`src/rtl/fpu_scheduler.sv`:
```
// Round-robin scheduler sharing one two-phase CFpu adder among N_REQ requesters.
// Operands are issued aligned to the FPU CALCULO phase; results return over a response handshake.
module fpu_scheduler #(
    parameter int unsigned N_REQ = 4,
    parameter int unsigned ID_W  = $clog2(N_REQ)
) (
    input  logic                  m_clk,
    input  logic                  m_reset,
    input  logic [N_REQ-1:0]      m_reqValid,
    output logic [N_REQ-1:0]      m_reqReady,
    input  logic [N_REQ*32-1:0]   m_reqOpA,
    input  logic [N_REQ*32-1:0]   m_reqOpB,
    output logic [31:0]           m_fpuOpA,
    output logic [31:0]           m_fpuOpB,
    input  logic [31:0]           m_fpuData,
    input  logic [1:0]            m_fpuStatus,
    output logic                  m_rspValid,
    input  logic                  m_rspReady,
    output logic [ID_W-1:0]       m_rspId,
    output logic [31:0]           m_rspData,
    output logic [1:0]            m_rspStatus,
    output logic                  m_busy,
    output logic [15:0]           m_opCount
);
    typedef enum logic [1:0] {EXACT, INEXACT, OVERFLOW, UNDERFLOW} status_e;
    typedef enum logic [2:0] {S_IDLE, S_ISSUE, S_WAIT, S_CAPT, S_RESP} state_e;

    state_e          state_q;
    logic            phase_q;
    logic [ID_W-1:0] ptr_q;
    logic [ID_W-1:0] id_q;
    logic [31:0]     fpu_a_q;
    logic [31:0]     fpu_b_q;
    logic            rsp_valid_q;
    logic [ID_W-1:0] rsp_id_q;
    logic [31:0]     rsp_data_q;
    status_e         rsp_status_q;
    logic [15:0]     op_count_q;

    logic            grant_d;
    logic [ID_W-1:0] win_d;
    logic [ID_W-1:0] ptr_d;
    logic [31:0]     op_a_d;
    logic [31:0]     op_b_d;
    int unsigned     idx;

    // First valid requester at or after ptr, wrapping around.
    always_comb begin
        grant_d = 1'b0;
        win_d   = '0;
        idx     = 0;
        for (int unsigned k = 0; k < N_REQ; k++) begin
            idx = (32'(ptr_q) + k) % N_REQ;
            if (!grant_d && m_reqValid[ID_W'(idx)]) begin
                grant_d = 1'b1;
                win_d   = ID_W'(idx);
            end
        end
        ptr_d  = ID_W'((32'(win_d) + 1) % N_REQ);
        op_a_d = '0;
        op_b_d = '0;
        for (int unsigned k = 0; k < N_REQ; k++) begin
            if (win_d == ID_W'(k)) begin
                op_a_d = m_reqOpA[k*32 +: 32];
                op_b_d = m_reqOpB[k*32 +: 32];
            end
        end
    end

    always_comb begin
        m_reqReady = '0;
        if (m_reset && state_q == S_IDLE && grant_d)
            m_reqReady[win_d] = 1'b1;
    end

    always_ff @(posedge m_clk or negedge m_reset) begin
        if (!m_reset) begin
            state_q      <= S_IDLE;
            phase_q      <= 1'b0;
            ptr_q        <= '0;
            id_q         <= '0;
            fpu_a_q      <= '0;
            fpu_b_q      <= '0;
            rsp_valid_q  <= 1'b0;
            rsp_id_q     <= '0;
            rsp_data_q   <= '0;
            rsp_status_q <= EXACT;
            op_count_q   <= '0;
        end else begin
            phase_q <= ~phase_q;
            case (state_q)
                S_IDLE: begin
                    if (grant_d) begin
                        fpu_a_q <= op_a_d;
                        fpu_b_q <= op_b_d;
                        id_q    <= win_d;
                        ptr_q   <= ptr_d;
                        state_q <= S_ISSUE;
                    end
                end
                // phase 0 means the FPU samples operands on this edge
                S_ISSUE: if (!phase_q) state_q <= S_WAIT;
                S_WAIT:  state_q <= S_CAPT;
                S_CAPT: begin
                    rsp_data_q   <= m_fpuData;
                    rsp_status_q <= status_e'(m_fpuStatus);
                    rsp_id_q     <= id_q;
                    rsp_valid_q  <= 1'b1;
                    state_q      <= S_RESP;
                end
                S_RESP: begin
                    if (m_rspReady) begin
                        rsp_valid_q <= 1'b0;
                        op_count_q  <= op_count_q + 16'd1;
                        state_q     <= S_IDLE;
                    end
                end
                default: state_q <= S_IDLE;
            endcase
        end
    end

    assign m_fpuOpA    = fpu_a_q;
    assign m_fpuOpB    = fpu_b_q;
    assign m_rspValid  = rsp_valid_q;
    assign m_rspId     = rsp_id_q;
    assign m_rspData   = rsp_data_q;
    assign m_rspStatus = rsp_status_q;
    assign m_busy      = (state_q != S_IDLE);
    assign m_opCount   = op_count_q;

endmodule

```
`config.mk`:
```
export PLATFORM = sky130hd
export DESIGN_NAME = fpu_scheduler
export DESIGN_NICKNAME = d
export VERILOG_FILES = /design/src/rtl/fpu_scheduler.sv
export SDC_FILE = /design/constraint.sdc
export NUM_CORES = 1
export LEC_CHECK = 0
export CORE_AREA = 2 2 161 163
export DETAILED_ROUTE_END_ITERATION = 8
export DIE_AREA = 0 0 163 165
export HOLD_SLACK_MARGIN = 0.12
export SYNTH_ARGS = -nofsm -noshare
export SYNTH_HDL_FRONTEND = slang
export SYNTH_SLANG_ARGS = --single-unit
```
`constraint.sdc`:
```
create_clock -name m_clk -period 4.3 [get_ports m_clk]
set_input_delay 0.86 -clock m_clk [delete_from_list [all_inputs] [get_ports m_clk]]
set_output_delay 0.86 -clock m_clk [all_outputs]
set_load 0.01 [all_outputs]
```
==> impl_metrics.py <==
metrics = {
    "worst_setup_path": {
        "timing.rr.end": "m_fpuOpA[7]",
        "arrival_ns": 3.08,
        "r2r_cells": 11,
        "slowest_delay_ns": 0.56,
        "crit_top_cell": "clkdlybuf4s50_1",
        "path_max_fanout": 6,
        "cpMaxStageDelayCell": "clkdlybuf4s50_1",
        "critical_path_class": "in2out",
        "startpoint_type": "input port",
        "crit_required_ns": 3.44,
        "r2r_slack_ns": 1.44,
        "crit_path_end_kind": "primary output",
        "reg2reg_from": "ptr_q[1]",
        "path_cells": "clkdlybuf4s50_1 -> nand3b_1 -> o21ai_0 -> a221oi_1 -> buf_4 -> inv_1 -> ha_1 -> and3_1 -> clkdlybuf4s50_1",
    },
    "placement": {
        "port_buffers": 418,
        "globalplace.congestion": 0.8512,
        "dp.cells": 1392,
        "preCtsSetupSlack_ns": 0.3505,
        "dp_hpwl_um": 19340,
    },
    "drt": {
        "wl_um": 26860,
        "firstDrtPassIters": 5,
        "drt_iter0_drc": 407,
        "via_count": 6898,
        "drc_errors": 0,
        "vias_per_cell": 4.841,
        "antenna_left": 0,
        "wl_per_cell_um": 18.85,
    },
    "cts": {
        "cts_resized": 0,
        "clkTransAtPathRegs_ns": 0.06,
        "clock_path_buffers": 2,
        "cts_buffers": 17,
        "cts-root-buf": "clkbuf_16",
        "clk_latency_ns": 0.42,
        "h-tree-depth": 4,
        "clock-sinks": 125,
        "cts_hold_buf": 0,
        "cts_tree": "yes",
        "cts_setup_buffers": 0,
    },
    "power": {
        "power_density_nw_per_um2": 660.2,
        "leakage_nw": 4.954,
        "ir_drop_mv": 0.5519,
        "fin_total_pwr_w": 0.007783,
    },
    "grt": {
        "grt_max_degree": 129,
        "grt_overflow_total": 0,
        "antenna_found_initial": 1,
        "grt_pass1_vias": 6854,
        "grt_usage": 0.1936,
        "grt_pass1_wl_um": 40050,
    },
    "final_layout": {
        "area_growth_syn_to_layout_pct": 74.37,
        "n_fill_cell": 2373,
        "final_layout_size_suffix_gt1_frac": 0.08318,
        "nNetsFinal": 1383,
        "fin_util": 0.4708,
        "fin_cells": 1425,
    },
    "sta": {
        "rsz0062_at_grt": "no",
        "worst_pin_slew_ns": 0.8371,
        "max_slew_margin": 0.4419,
        "fin_tns_setup_ns": 0,
        "final.setup_skew_ns": 0.01127,
        "clock.fmax_mhz": 253.8,
        "setup_viol": 0,
        "fin_crit_sh": 0.9162,
        "setup_slack_ns": 0.3602,
        "hold_viol": 0,
        "slew_viol_final": 0,
        "finalCriticalPeriod_ns": 3.940,
    },
    "synth": {
        "synth_flop_cell": "dfrtp_1",
        "yosys.area.top_type": "dfrtp_1",
        "synth_top_area_share": 0.4627,
        "synth-seq-cells": 125,
        "ys.warnings.count": 0,
        "synth_area_per_cell_um2": 9.699,
        "synth-edff-count": 0,
        "async_flop_share": 1.000,
        "ys_types": 36,
        "yosysMostFrequentCell": "a21oi_1",
        "syn_nets": 999,
        "synthTopCellsByArea": "dfrtp_1, a21oi_1, a221o_1",
        "syn_inst": 697,
        "seq_area_frac_synth": 0.4627,
        "synthTopCellsByCount": "a21oi_1, dfrtp_1, nor2_1, inv_1, a22oi_1",
        "syn_area_um2": 6760,
    },
    "floorplan": {
        "core_area_um2": 25040,
        "rows": 58,
        "ioPinCount": 419,
        "die_y_um": 165,
        "die_x_um": 163,
        "dieArea_um2": 26900,
        "initial_core_util": 0.2700,
    },
    "job": {
        "maxCapViolations": 0,
    },
    "run_status": {
        "status": "complete, no violations",
    },
    "hold_path": {
        "hp-class": "in2async",
    },
}
kinds of logic (layout without fill, tap and decap cells):
family	after synthesis	after routing	share of synthesized area
fa+ha+maj	5	5	0.009254
compound gates	268	268	0.2702
flops	125	125	0.4627
xor+xnor	15	15	0.01943
other cells	0	1	0
buf+inv	135	532	0.08976
mux	41	41	0.07811
simple gates	108	108	0.07052
how the worst max path moves through the flow:
stage,end,cells after the start,startpoint,slack (ns)
after floorplan,m_reqReady[3],7,m_reqValid[3],0.95
after global placement,m_reqReady[0],9,m_reqValid[3],0.35
after detailed placement,m_reqReady[0],9,m_reqValid[3],0.35
after CTS,m_reqReady[0],9,m_reqValid[3],0.35
after global routing,m_reqReady[1],9,m_reqValid[3],0.24
final,m_reqReady[0],9,m_reqValid[3],0.36
critical path, delay by kind of cell:
kind            cells  cell delay (ns)
simple gates        2             0.28
fa+ha+maj           1             0.21
compound gates      2             0.40
buf+inv             4             1.33
power breakdown:
part | internal (W) | total [W] | switching, W
combinational | 0.00221 | 0.00424 | 0.00202
sequential | 0.00174 | 0.00207 | 0.000329
clock | 0.000874 | 0.00148 | 0.000602
total | 0.00483 | 0.00778 | 0.00295
cells in the final DEF (no fill, tap or decap), types with 9 or more instances in the layout:
cell type	count
nor2_1	71
a22oi_1	64
nand2_1	9
a21oi_1	132
xnor2_1	13
mux2_2	22
dfrtp_1	125
a221o_1	63
clkbuf_16	17
mux2_4	18
inv_1	71
clkdlybuf4s50_1	417
routing by layer:
layer	up-vias	share of wire	track usage
met2	272	0.48	0.3215
met4	0	0.024	0.06838
met5	-	0	0
li1	3310	-	-
met3	38	0.090	0.06630
met1	3278	0.40	0.2339
through the flow:
stage,hold slack (ns),area [um^2]
6_report,0.2302,11790
5_1_grt,0.2125,11790
4_1_cts,0.2072,11790
3_5_place_dp,0.4459,11190
3_3_place_gp,0.4450,11190
2_1_floorplan,0.4168,6760
flip-flops by register name, indices dropped and copies added, names as in the netlist:
| signal | count |
|---|---|
| m_rspId | 2 |
| m_opCount | 16 |
| ptr_q | 2 |
| m_rspValid | 1 |
| m_rspData | 32 |
| m_rspStatus | 2 |
| m_fpuOpB | 32 |
| phase_q | 1 |
| m_fpuOpA | 32 |
| state_q | 3 |
| id_q | 2 |
area by class of cell:
| cell class | count | area, um^2 | share of cell area |
|---|---|---|---|
| diodes | 1 | 2.502 | 0.0002123 |
| clock buffers | 17 | 425.4 | 0.03609 |
| clock inverters | 15 | 170.2 | 0.01444 |
| inverters | 72 | 270.3 | 0.02293 |
| multi-input cells | 437 | 3068 | 0.2603 |
| flip-flops and latches | 125 | 3128 | 0.2654 |
| well taps | 330 | 412.9 | 0.03503 |
| repair buffers | 428 | 4310 | 0.3657 |
No activity file was read; power rests on OpenSTA's default activity.
